`src/rtl/lbp_engine.sv`:
```
// lbp_engine: streaming 3x3 local-binary-pattern engine for IMG_W x IMG_H frames.
// Reads every gray pixel once in raster order, keeps a 3x3 window via two line
// buffers, writes one LBP code per interior pixel and 0 for every border pixel.
//
// Ports:
//   clk, rst         clock, asynchronous active-low reset
//   enable           start request (0->1 edge sampled in IDLE starts a frame)
//   gray_addr/OE     gray RAM read address / read enable
//   gray_data        gray RAM read data (one cycle after address/OE)
//   lbp_addr/WEN/data  LBP RAM write port (active-high write enable)
//   finish           one-cycle pulse after the last write of a frame
//   busy             high from the first read cycle through the finish cycle
//   thresh           comparison offset, only present with LBP_THRESH_EN
//
// Optional feature macro: LBP_THRESH_EN (adds the thresh port).
module lbp_engine #(
  parameter int unsigned IMG_W     = 64,
  parameter int unsigned IMG_H     = 64,
  parameter int unsigned DATAWIDTH = 8,
  parameter int unsigned ADDRWIDTH = 12
) (
  input  logic                 clk,
  input  logic                 rst,
  input  logic                 enable,
  output logic [ADDRWIDTH-1:0] gray_addr,
  output logic                 gray_OE,
  input  logic [DATAWIDTH-1:0] gray_data,
  output logic [ADDRWIDTH-1:0] lbp_addr,
  output logic                 lbp_WEN,
  output logic [DATAWIDTH-1:0] lbp_data,
  output logic                 finish,
  output logic                 busy
`ifdef LBP_THRESH_EN
  ,
  input  logic [DATAWIDTH-1:0] thresh
`endif
);

  localparam int unsigned CW = $clog2(IMG_W);
  localparam int unsigned RW = $clog2(IMG_H);
  localparam int unsigned DW = DATAWIDTH;
  localparam int unsigned AW = ADDRWIDTH;

  typedef enum logic [2:0] {
    S_IDLE,
    S_STREAM,
    S_DRAIN,
    S_BORDER,
    S_DONE
  } state_t;

  state_t state;
  logic   en_q;

  // coordinates of the read currently on gray_addr
  logic [CW-1:0] rd_c;
  logic [RW-1:0] rd_r;

  // coordinates/address of the pixel arriving on gray_data this cycle
  logic          ret_valid;
  logic [CW-1:0] ret_c;
  logic [RW-1:0] ret_r;
  logic [AW-1:0] ret_addr;

  // window columns: *0 = column c-2, *1 = column c-1; rows top/mid/bot
  logic [DW-1:0] w00, w01, w10, w11, w20, w21;
  logic [DW-1:0] lb0 [IMG_W];
  logic [DW-1:0] lb1 [IMG_W];
  logic [DW-1:0] up_new, mid_new;

  // border walk
  logic [CW-1:0] b_c;
  logic [RW-1:0] b_r;
  logic [AW-1:0] b_addr;

  logic [DW-1:0] th;
  logic [DW:0]   ref_v;
  logic [7:0]    code_c;
  logic          rd_last, b_last, int_wr;

`ifdef LBP_THRESH_EN
  assign th = thresh;
`else
  assign th = '0;
`endif

  // lb1 holds row r-2, lb0 holds row r-1 at the column being returned
  assign up_new  = lb1[ret_c];
  assign mid_new = lb0[ret_c];

  assign rd_last = (rd_r == RW'(IMG_H - 1)) && (rd_c == CW'(IMG_W - 1));
  assign b_last  = (b_r == RW'(IMG_H - 1)) && (b_c == CW'(IMG_W - 1));
  assign int_wr  = ret_valid && (ret_r >= RW'(2)) && (ret_c >= CW'(2));

  // LBP code for centre w11; sum kept one bit wider so an overflowing
  // reference can never be reached by any neighbour
  always_comb begin
    ref_v     = (DW+1)'(w11) + (DW+1)'(th);
    code_c    = '0;
    code_c[0] = (DW+1)'(w00)       >= ref_v;
    code_c[1] = (DW+1)'(w01)       >= ref_v;
    code_c[2] = (DW+1)'(up_new)    >= ref_v;
    code_c[3] = (DW+1)'(w10)       >= ref_v;
    code_c[4] = (DW+1)'(mid_new)   >= ref_v;
    code_c[5] = (DW+1)'(w20)       >= ref_v;
    code_c[6] = (DW+1)'(w21)       >= ref_v;
    code_c[7] = (DW+1)'(gray_data) >= ref_v;
  end

  // line buffers need no reset: rows are always refilled before they are used
  always_ff @(posedge clk) begin
    if (ret_valid) begin
      lb1[ret_c] <= lb0[ret_c];
      lb0[ret_c] <= gray_data;
    end
  end

  // read-return pipeline and 3x3 window shift
  always_ff @(posedge clk or negedge rst) begin
    if (!rst) begin
      ret_valid <= 1'b0;
      ret_c     <= '0;
      ret_r     <= '0;
      ret_addr  <= '0;
      w00 <= '0; w01 <= '0;
      w10 <= '0; w11 <= '0;
      w20 <= '0; w21 <= '0;
    end else begin
      ret_valid <= gray_OE;
      ret_c     <= rd_c;
      ret_r     <= rd_r;
      ret_addr  <= gray_addr;
      if (ret_valid) begin
        w00 <= w01; w01 <= up_new;
        w10 <= w11; w11 <= mid_new;
        w20 <= w21; w21 <= gray_data;
      end
    end
  end

  // frame control FSM with registered RAM-side outputs
  always_ff @(posedge clk or negedge rst) begin
    if (!rst) begin
      state     <= S_IDLE;
      en_q      <= 1'b1;  // enable held high across reset must not look like an edge
      gray_addr <= '0;
      gray_OE   <= 1'b0;
      lbp_addr  <= '0;
      lbp_WEN   <= 1'b0;
      lbp_data  <= '0;
      finish    <= 1'b0;
      busy      <= 1'b0;
      rd_c      <= '0;
      rd_r      <= '0;
      b_c       <= '0;
      b_r       <= '0;
      b_addr    <= '0;
    end else begin
      en_q     <= enable;
      finish   <= 1'b0;
      lbp_WEN  <= 1'b0;
      lbp_addr <= '0;
      lbp_data <= '0;

      // interior write for centre (r-1,c-1) one cycle after pixel (r,c) returns
      if (int_wr) begin
        lbp_WEN  <= 1'b1;
        lbp_addr <= ret_addr - AW'(IMG_W + 1);
        lbp_data <= DW'(code_c);
      end

      case (state)
        S_IDLE: begin
          busy      <= 1'b0;
          gray_OE   <= 1'b0;
          gray_addr <= '0;
          if (enable && !en_q) begin
            state   <= S_STREAM;
            busy    <= 1'b1;
            gray_OE <= 1'b1;
            rd_c    <= '0;
            rd_r    <= '0;
          end
        end

        S_STREAM: begin
          if (rd_last) begin
            gray_OE   <= 1'b0;
            gray_addr <= '0;
            rd_c      <= '0;
            rd_r      <= '0;
            state     <= S_DRAIN;
          end else begin
            gray_addr <= gray_addr + AW'(1);
            if (rd_c == CW'(IMG_W - 1)) begin
              rd_c <= '0;
              rd_r <= rd_r + RW'(1);
            end else begin
              rd_c <= rd_c + CW'(1);
            end
          end
        end

        // last pixel returns here; its write is registered at this edge
        S_DRAIN: begin
          b_c    <= '0;
          b_r    <= '0;
          b_addr <= '0;
          state  <= S_BORDER;
        end

        // top row, then left/right pairs, then bottom row
        S_BORDER: begin
          lbp_WEN  <= 1'b1;
          lbp_addr <= b_addr;
          lbp_data <= '0;
          if (b_last) begin
            state <= S_DONE;
          end else if ((b_r == '0) || (b_r == RW'(IMG_H - 1))) begin
            b_addr <= b_addr + AW'(1);
            if (b_c == CW'(IMG_W - 1)) begin
              b_c <= '0;
              b_r <= b_r + RW'(1);
            end else begin
              b_c <= b_c + CW'(1);
            end
          end else if (b_c == '0) begin
            b_c    <= CW'(IMG_W - 1);
            b_addr <= b_addr + AW'(IMG_W - 1);
          end else begin
            b_c    <= '0;
            b_r    <= b_r + RW'(1);
            b_addr <= b_addr + AW'(1);
          end
        end

        S_DONE: begin
          finish <= 1'b1;
          state  <= S_IDLE;
        end

        default: state <= S_IDLE;
      endcase
    end
  end

endmodule

```
`config.mk`:
```
export PLATFORM = sky130hd
export DESIGN_NAME = lbp_engine
export DESIGN_NICKNAME = d
export VERILOG_FILES = /design/src/rtl/lbp_engine.sv
export SDC_FILE = /design/constraint.sdc
export NUM_CORES = 1
export LEC_CHECK = 0
export CAP_MARGIN = 15
export CORE_MARGIN = 4
export CORE_UTILIZATION = 40
export DETAILED_ROUTE_END_ITERATION = 8
export SLEW_MARGIN = 20
export SYNTH_ARGS = -nofsm -noshare
export SYNTH_HDL_FRONTEND = slang
export SYNTH_SLANG_ARGS = --single-unit
```
`constraint.sdc`:
```
create_clock -name clk -period 4.69 [get_ports clk]
set_input_delay 0.7035 -clock clk [delete_from_list [all_inputs] [get_ports clk]]
set_output_delay 0.7035 -clock clk [all_outputs]
set_load 0.05 [all_outputs]
```
Yosys cells after proc, flatten, opt, wreduce, memory -nomap -nowiden. Memories as Yosys holds them, arrays and structs flattened. Cells that the tools add are included.

$add $sub $neg: 8. $lt $le $gt $ge: 10. Equal/unequal tests: 15. Mux-type cells: 39. Reduce and logical (&&, ||, !) cells: 18.

Operator list (count): 6-bit two-way mux (13); 12-bit two-way mux (6); 8-bit greater-or-equal comparator (8); 12-bit case mux with 2 select lines (2); 6-bit case mux with 2 select lines (4); 12-bit by 1-bit adder with 12-bit output (second input constant) (2); 6-bit by 1-bit adder with 6-bit output (second input constant) (4); 6-bit equality test (second input constant) (4); 8-bit two-way mux (2); 12-bit by 6-bit adder with 12-bit output (second input constant) (1); 6-bit by 2-bit greater-or-equal comparator with 1-bit output (second input constant) (2); 6-bit logical NOT (2); 3-bit case mux with 4 select lines (1); 12-bit by 7-bit subtractor with 12-bit output (second input constant) (1); 3-bit two-way mux (3); 3-bit inequality test (second input constant) (3); 2-bit inequality test (second input constant) (4); 1-bit two-way mux (7); 3-bit by 2-bit equality test with 1-bit output (second input constant) (2); 2-bit AND reduction (3); 3-bit AND reduction (2); 1-bit logical AND (5); 4-bit AND reduction (1); 2-bit nonzero test (2); other kinds (6) (6).

Flip-flop bits (word level): 149. Memory bits (writable): 1024. Bits of input ports: 11. Output and inout bits: 36. Memories kept: 2.

Memory list: lb0 (depth 64, width 8, rd ports 1, clocked after Yosys merged registers in 0, write ports 1, line 67) `logic [DW-1:0] lb0 [IMG_W];`; lb1 (depth 64, width 8, rd ports 1, clocked after Yosys merged registers in 0, write ports 1, line 68) `logic [DW-1:0] lb1 [IMG_W];`.

Logic depth before layout (Yosys ltp). Gate-level depths: netlist of the first run.

Word-level depth: 5. Depth in mapped cells: 17. Gate-level depth less buffers: 12.

Worst setup path after synthesis of the first run. Ideal clock, no wire load.

Path kind: register to register. Start: reg ret_c[2]. End: reg lbp_data[4]. Setup time: 0.126 ns. Data arrival time: 3.970 ns. Required time: 4.564 ns. Path slack: 0.594 ns. Cell stages (with the launch flop): 14. Path buffers: 4. Period minus slack after synthesis: 4.096 ns. Cells stage by stage: dfrtp_1 -> buf_6 -> buf_6 -> buf_4 -> buf_2 -> mux4_2 -> a221oi_1 -> a2bb2oi_1 -> nand4_1 -> ha_1 -> a21o_1 -> a21oi_1 -> o21a_1 -> o21ai_0.

Cells in the longest elaborated chain, start to end: 4. Elaborated cells on any way between the ends: 6. Classes of those cells: order compare (2); mux (2); reduce/logical (1); memory (1).

RTL lines: start, declared (line 61) `logic [CW-1:0] ret_c;`; start signal, assigned (line 130) `ret_c <= rd_c;`; memory 64 x 8 bit; via mid_new[2] (line 69) `logic [DW-1:0] up_new, mid_new;`; 8-bit greater-or-equal comparator (line 104) `code_c[4] = (DW+1)'(mid_new) >= ref_v;`; 8-bit two-way mux (line 166) `if (int_wr) begin`; 8-bit two-way mux (line 172) `case (state)`; end signal, assigned (line 169) `lbp_data <= DW'(code_c);`; end, declared (line 30) `output logic [DATAWIDTH-1:0] lbp_data,`.

The timed path passes the listed nets, and every way through them passes these cells. A chain may end at the register's enable or synchronous reset.

Worst setup path after layout of the first run.
Start: reg ret_c[2]. End: reg lbp_data[2].

Cells in the longest elaborated chain, start to end: 4. Elaborated cells on any way between the ends: 6. Classes of those cells: order compare (2); mux (2); reduce/logical (1); memory (1).

RTL lines: memory 64 x 8 bit; via up_new[1] (line 69); 8-bit greater-or-equal comparator (line 102) `code_c[2] = (DW+1)'(up_new) >= ref_v;`; 8-bit two-way mux (line 166); 8-bit two-way mux (line 172).

The timed path passes the listed nets, and every way through them passes these cells.

==> impl_metrics.json, run 1 <==
{
  "stdcell_area_um2": 54400,
  "ctsResizeCount": 0,
  "drive_gt1_frac": 0.195,
  "crit_family": "compound AO/OA/AOI/OAI gates",
  "setup_ws_ns": 0.400,
  "ys_ff_latch": 1172,
  "yosysTopAreaCell": "edfxtp_1",
  "cts_buffer_depth": 3,
  "drtAntennaViolNets": 0,
  "final_nets": 3142,
  "synth_top_area_frac": 0.649,
  "synth-edff-count": 1024,
  "num_rows": 126,
  "path_cells": "buf_4 -> buf_12 -> mux2_2 -> a221oi_1 -> o21ai_0 -> a22o_1 -> or4_4 -> ha_1 -> a21o_1 -> a21o_1 -> a21oi_1 -> o21a_1 -> o21ai_0",
  "clock_latency_ns": 0.72,
  "clockRootBuffer": "clkbuf_16",
  "dr.pass1.iters": 6,
  "p_total_mw": 35.2,
  "floorplan.initialDensity": 0.402,
  "crit_type": "reg2reg",
  "p_per_area_nw_per_um2": 647,
  "fmax_mhz": 233,
  "worstMarginPinSlew_ns": 1.15,
  "grt_pass1_wl_um": 209000,
  "die_w_um": 352,
  "r2r_cells": 13,
  "grt.total_usage": 0.230,
  "avgViaCountPerCell": 6.08,
  "required_ns": 5.27,
  "outcome": "finished, final reports clean",
  "overflow": 0,
  "maxSlewHeadroom": 0.234,
  "worstReg2RegEnd": "lbp_data[2]",
  "post-place-ws_ns": 0.499,
  "drtIter0Drc": 3602,
  "ys_warn_count": 0,
  "gp_congestion": 0.962,
  "rsz0062_at_grt": "false",
  "synthFlopType": "edfxtp_1",
  "cts_made_buffers": 116,
  "antenna_found_initial": 5,
  "slew_violations": 0,
  "startpoint": "ret_c[2]",
  "cts_tree": "done",
  "wire_per_inst_um": 31.2,
  "ioPinCount": 47,
  "grt_max_degree": 82,
  "cts_hold_buf": 0,
  "post_cts_buffers": 0,
  "r2r_slack_ns": 0.40,
  "cp_max_fo": 57,
  "async_flop_share": 0.126,
  "final_hold_viol_count": 0,
  "ys_types": 81,
  "io_buffers": 46,
  "core_region_area_um2": 118000,
  "place_area_um2": 50600,
  "syn-num-nets": 2933,
  "leakage_nw": 18.5,
  "max_cap_violations": 0,
  "avgSynthCellArea_um2": 16.6,
  "dpl.hpwl_um": 93400,
  "final-setup-viol-count": 0,
  "yosys-top-cells-area": "edfxtp_1 (65%), dfrtp_1 (7.8%), mux4_2 (3.6%), mux2i_1 (3.0%), mux2_2 (2.3%)",
  "drc": 0,
  "dieArea_um2": 124000,
  "wl_um": 146000,
  "grt_pass1_vias": 28300,
  "cts.sinks": 1172,
  "setup.worst_path.end": "lbp_data[2]",
  "h-tree-depth": 3,
  "worstReg2RegStart": "ret_c[2]",
  "start_kind": "flop",
  "min_path_type": "in2async",
  "setup-tns-final_ns": 0,
  "worst-path-buf-inv": 2,
  "area_growth_pct": 14.8,
  "ys_seq_area_frac": 0.727,
  "path_depth": 13,
  "worst_clock_skew_ns": 0.0324,
  "synthesis.instances": 2848,
  "cp_slowest_cell": "dfrtp_4",
  "fin_crit_ns": 4.29,
  "netlist_area_um2": 47400,
  "period_share": 0.915,
  "peakVddDrop_v": 0.000684,
  "fp.dieH_um": 352,
  "worst_setup_path_end_kind": "flop",
  "worst_path_largest_cell_delay_ns": 0.75,
  "clk_pin_slew_ns": 0.07,
  "arrival_ns": 4.87,
  "num_vias": 28500
}
Yosys cell counts (19+ instances only):
| cell | number |
|---|---|
| a21o_1 | 29 |
| nand3_1 | 48 |
| dfrtp_1 | 147 |
| xor2_1 | 20 |
| a31oi_1 | 19 |
| mux2i_1 | 144 |
| a21oi_1 | 66 |
| nand2b_1 | 23 |
| inv_1 | 32 |
| clkbuf_1 | 66 |
| o21ai_0 | 83 |
| o22ai_1 | 57 |
| a22oi_1 | 62 |
| a221oi_1 | 96 |
| a22o_1 | 34 |
| nor2_1 | 166 |
| ha_1 | 74 |
| mux4_2 | 75 |
| buf_4 | 23 |
| edfxtp_1 | 1024 |
| nand2_1 | 126 |
| mux2_2 | 95 |
| buf_2 | 51 |
final cells by class:
class | instances | area (um^2)
clock inverter | 79 | 723
clock buffer | 136 | 3090
timing repair buffer | 256 | 2100
multi-input combinational | 1478 | 12000
sequential | 1172 | 34500
inverter | 33 | 125
tap | 1536 | 1920
antenna | 1 | 2.50
fill | 9888 | 63400
cells by family (layout without fill, tap and decap cells):
kind of cell,Yosys count,after routing,synth area share
other,0,1,0
muxes,320,320,0.0905
AOI/OAI and AO/OA,579,579,0.0884
xor gates and xnor gates,28,28,0.00518
buffers and inverters,198,504,0.0214
adders and majority gates,74,74,0.0195
DFF,1172,1172,0.727
and+or+nand+nor,477,477,0.0478
metal layers:
metal  track usage  vias up  share of wire
met5             0        -       0.000048
li1              -    11800              -
met1         0.319    14800           0.40
met2         0.357     1611           0.46
met4        0.0999        2          0.046
met3        0.0444      296          0.099
worst reg2reg max path: cells and delay by family, from the launching register on:
family                     cells  cell delay (ns)
DFF                            1             0.75
AOI/OAI and AO/OA              8             1.46
buffers and inverters          2             0.65
and+or+nand+nor                1             0.50
muxes                          1             0.50
adders and majority gates      1             0.33
placed cells by master, fill, tap and decap left out, types with 18 or more instances in the layout:
cell type / instances
mux2i_1: 144
nand2_1: 121
xor2_1: 20
nand3_1: 48
a22oi_1: 62
a221oi_1: 96
o21ai_0: 82
o22ai_1: 57
inv_1: 29
o31ai_1: 18
dfrtp_1: 143
nand2b_1: 23
nor2_1: 163
a22o_1: 34
a31oi_1: 19
mux2_2: 95
ha_1: 74
a21oi_1: 66
a21o_1: 29
clkinv_1: 27
o211ai_1: 18
clkdlybuf4s50_1: 37
clkinv_2: 19
mux4_2: 75
clkbuf_16: 119
edfxtp_1: 1024
buf_4: 202
sequential cells by signal, indices dropped and copies added (netlist names), 3 cells and up:
| register | count |
|---|---|
| ret_r | 5 |
| w11 | 8 |
| w01 | 8 |
| b_r | 6 |
| w10 | 8 |
| w20 | 8 |
| w00 | 8 |
| gray_addr | 12 |
| lb1 | 512 |
| b_addr | 12 |
| lb0 | 512 |
| w21 | 8 |
| lbp_addr | 12 |
| rd_r | 6 |
| b_c | 6 |
| ret_c | 6 |
| lbp_data | 8 |
| rd_c | 6 |
| state | 3 |
| ret_addr | 12 |
stage by stage:
stage / hold WS, ns / cells / utilization
3_3_place_gp: 0.399 / 4475 / 0.430
4_1_cts: 0.0727 / 4690 / 0.462
2_1_floorplan: 0.385 / 2848 / -
3_5_place_dp: 0.411 / 4475 / 0.430
6_report: 0.0620 / 4691 / 0.462
5_1_grt: 0.114 / 4691 / 0.462
power breakdown:
group	switching (mW)	internal [mW]	total, mW
clock	4.02	5.31	9.33
sequential	0.597	13.6	14.2
combinational	8.02	3.68	11.7
total	12.6	22.6	35.2
worst min-delay path by stage:
| stage | startpoint | end | slack (ns) | cells after the start |
|---|---|---|---|---|
| floorplan | rd_r[1] | ret_r[1] | 0.38 | 0 |
| global placement | gray_OE | ret_valid | 0.40 | 0 |
| detailed placement | rd_r[1] | ret_r[1] | 0.41 | 0 |
| CTS | rst | lbp_addr[11] | 0.07 | 1 |
| global route | rst | b_addr[2] | 0.11 | 1 |
| finish | rst | b_addr[4] | 0.06 | 1 |
(Power assumes the default switching activity.)
==> inputs of run 2 (changes only) <==
--- a/config.mk
+++ b/config.mk
@@ -9,6 +9,7 @@
 export CORE_MARGIN = 4
 export CORE_UTILIZATION = 40
 export DETAILED_ROUTE_END_ITERATION = 8
+export SETUP_SLACK_MARGIN = 0.4
 export SLEW_MARGIN = 20
 export SYNTH_ARGS = -nofsm -noshare
 export SYNTH_HDL_FRONTEND = slang
==> impl_metrics.json, run 2 (synthesis gave the netlist of run 1 again) <==
{
  "drc": 0,
  "final_common_cell": "edfxtp_1",
  "required_ns": 5.27,
  "dr.pass1.iters": 6,
  "h-tree-depth": 3,
  "worst_path_largest_cell_delay_ns": 0.73,
  "multiInputGateArea_um2": 12000,
  "slew_violations": 0,
  "cts.sinks": 1172,
  "cts_tree": "done",
  "area_growth_pct": 14.9,
  "peakVddDrop_v": 0.000678,
  "p_total_mw": 35.2,
  "dieArea_um2": 124000,
  "highest_layer": "met5",
  "p_comb_frac": 0.333,
  "num_vias": 28500,
  "dr_wl_met3_um": 14200,
  "fmax_mhz": 235,
  "place_inst": 4475,
  "rsz0062_at_grt": "false",
  "clockRootBuffer": "clkbuf_16",
  "stdcell_count": 4693,
  "final-setup-viol-count": 0,
  "wl_met1_um": 58500,
  "fin_crit_ns": 4.26,
  "setup-tns-final_ns": 0,
  "die_w_um": 352,
  "drtAntennaViolNets": 0,
  "cp_max_fo": 55,
  "cts_made_buffers": 116,
  "fill_cells": 9888,
  "fp.dieH_um": 352,
  "final_nets": 3143,
  "core_region_area_um2": 118000,
  "outcome": "finished, final reports clean",
  "grt_max_degree": 82,
  "p_sw_frac": 0.359,
  "wl_met2_um": 66800,
  "arrival_ns": 4.84,
  "num_rows": 126,
  "grt.total_usage": 0.230,
  "clkPwrFrac": 0.265,
  "crit_type": "reg2reg",
  "worstMarginPinSlew_ns": 1.15,
  "wl_um": 146000,
  "drive_gt1_frac": 0.195,
  "clk_pin_slew_ns": 0.06,
  "worst_setup_path_end_kind": "flop",
  "place_area_um2": 50600,
  "floorplan.initialDensity": 0.402,
  "overflow": 0,
  "seqCellArea_um2": 34500,
  "cts_hold_buf": 0,
  "worst_clock_skew_ns": 0.0292,
  "p_seq_frac": 0.402,
  "p_per_area_nw_per_um2": 647,
  "cts_buffer_depth": 3,
  "grt_pass1_wl_um": 209000,
  "period_share": 0.908,
  "io_buffers": 46,
  "crit_family": "compound AO/OA/AOI/OAI gates",
  "final_cell_mix": "edfxtp_1 (1024), buf_4 (201), nor2_1 (163)",
  "min_path_type": "in2async",
  "r2r_cells": 11,
  "antenna_found_initial": 5,
  "final_util": 0.462,
  "wire_per_inst_um": 31.2,
  "leakage_nw": 18.5,
  "switchingPower_mw": 12.7,
  "worst-path-buf-inv": 1,
  "dpl.hpwl_um": 93400,
  "drtIter0Drc": 3564,
  "intPower_mw": 22.6,
  "cp_slowest_cell": "dfrtp_4",
  "path_cells": "buf_12 -> mux4_2 -> a21oi_1 -> o22ai_1 -> or4_4 -> ha_1 -> a21o_1 -> a21o_1 -> a21oi_1 -> o21a_1 -> o21ai_0",
  "maxSlewHeadroom": 0.236,
  "final_hold_viol_count": 0,
  "avgViaCountPerCell": 6.08,
  "clock_latency_ns": 0.71,
  "max_cap_violations": 0,
  "gp_congestion": 0.962,
  "path_depth": 11,
  "ioPinCount": 47,
  "stdcell_area_um2": 54400,
  "start_kind": "flop",
  "grt_pass1_vias": 28300,
  "reg.largest.list": "lb0: 512 flops, lb1: 512 flops"
}
==> run 2: changes by cell type in the layout (fill, tap and decap cells not counted), sizes merged <==
cell   previous run  this run
diode             1         2
buf             219       220
==> run 2: worst register-to-register path: cells and delay by family, from the launching register on <==
kind	cells	cell delay [ns]
compound gates	7	1.33
fa+ha+maj	1	0.33
buf+inv	1	0.38
flops	1	0.73
mux	1	0.73
simple gates	1	0.64
==> run 2: what timing repair did <==
action,in CTS,in global routing
setup buffers,0,1
hold endpoints to repair,0,0
gates resized for setup,0,1
setup endpoints to repair,0,66
==> run 2: cell type report <==
class / count / share of cell area
Timing Repair Buffer: 257 / 0.0389
Antenna cell: 2 / 0.0000919
Multi-Input combinational cell: 1478 / 0.220
Clock inverter: 79 / 0.0133
Tap cell: 1536 / 0.0353
Inverter: 33 / 0.00230
Sequential cell: 1172 / 0.633
Clock buffer: 136 / 0.0568
==> run 2: through the flow <==
stage,hold slack (ns),setup WS [ns]
after CTS,0.0727,0.475
after global placement,0.399,0.460
after floorplan,0.385,0.594
after global routing,0.114,0.393
after detailed placement,0.411,0.499
final,0.0557,0.431
==> run 2: final timing paths <==
kind / start / to / slack (ns)
min in group clk: gray_data[1] / lb0[48][1] / 0.32
hold / removal: rst / b_addr[4] / 0.06
max in group asynchronous: rst / ret_valid / 3.57
setup reg to reg: ret_c[0] / lbp_data[2] / 0.43
setup / recovery: ret_c[0] / lbp_data[2] / 0.43
hold reg to reg: rd_r[1] / ret_r[1] / 0.42
==> run 2: routing by layer <==
metal	vias to the layer above	GRT usage
met5	-	0
met4	2	0.0999
met3	316	0.0444
met2	1557	0.357
met1	14800	0.319
li1	11800	-
==> run 2: power groups by stage <==
stage | Sequential (mW) | Combinational, mW | Clock (mW)
2_1_floorplan | 14.2 | 6.60 | 0
3_3_place_gp | 14.3 | 11.3 | 0
3_5_place_dp | 14.4 | 11.6 | 0
4_1_cts | 14.1 | 11.6 | 9.44
5_1_grt | 14.2 | 12.4 | 9.88
6_report | 14.2 | 11.7 | 9.33
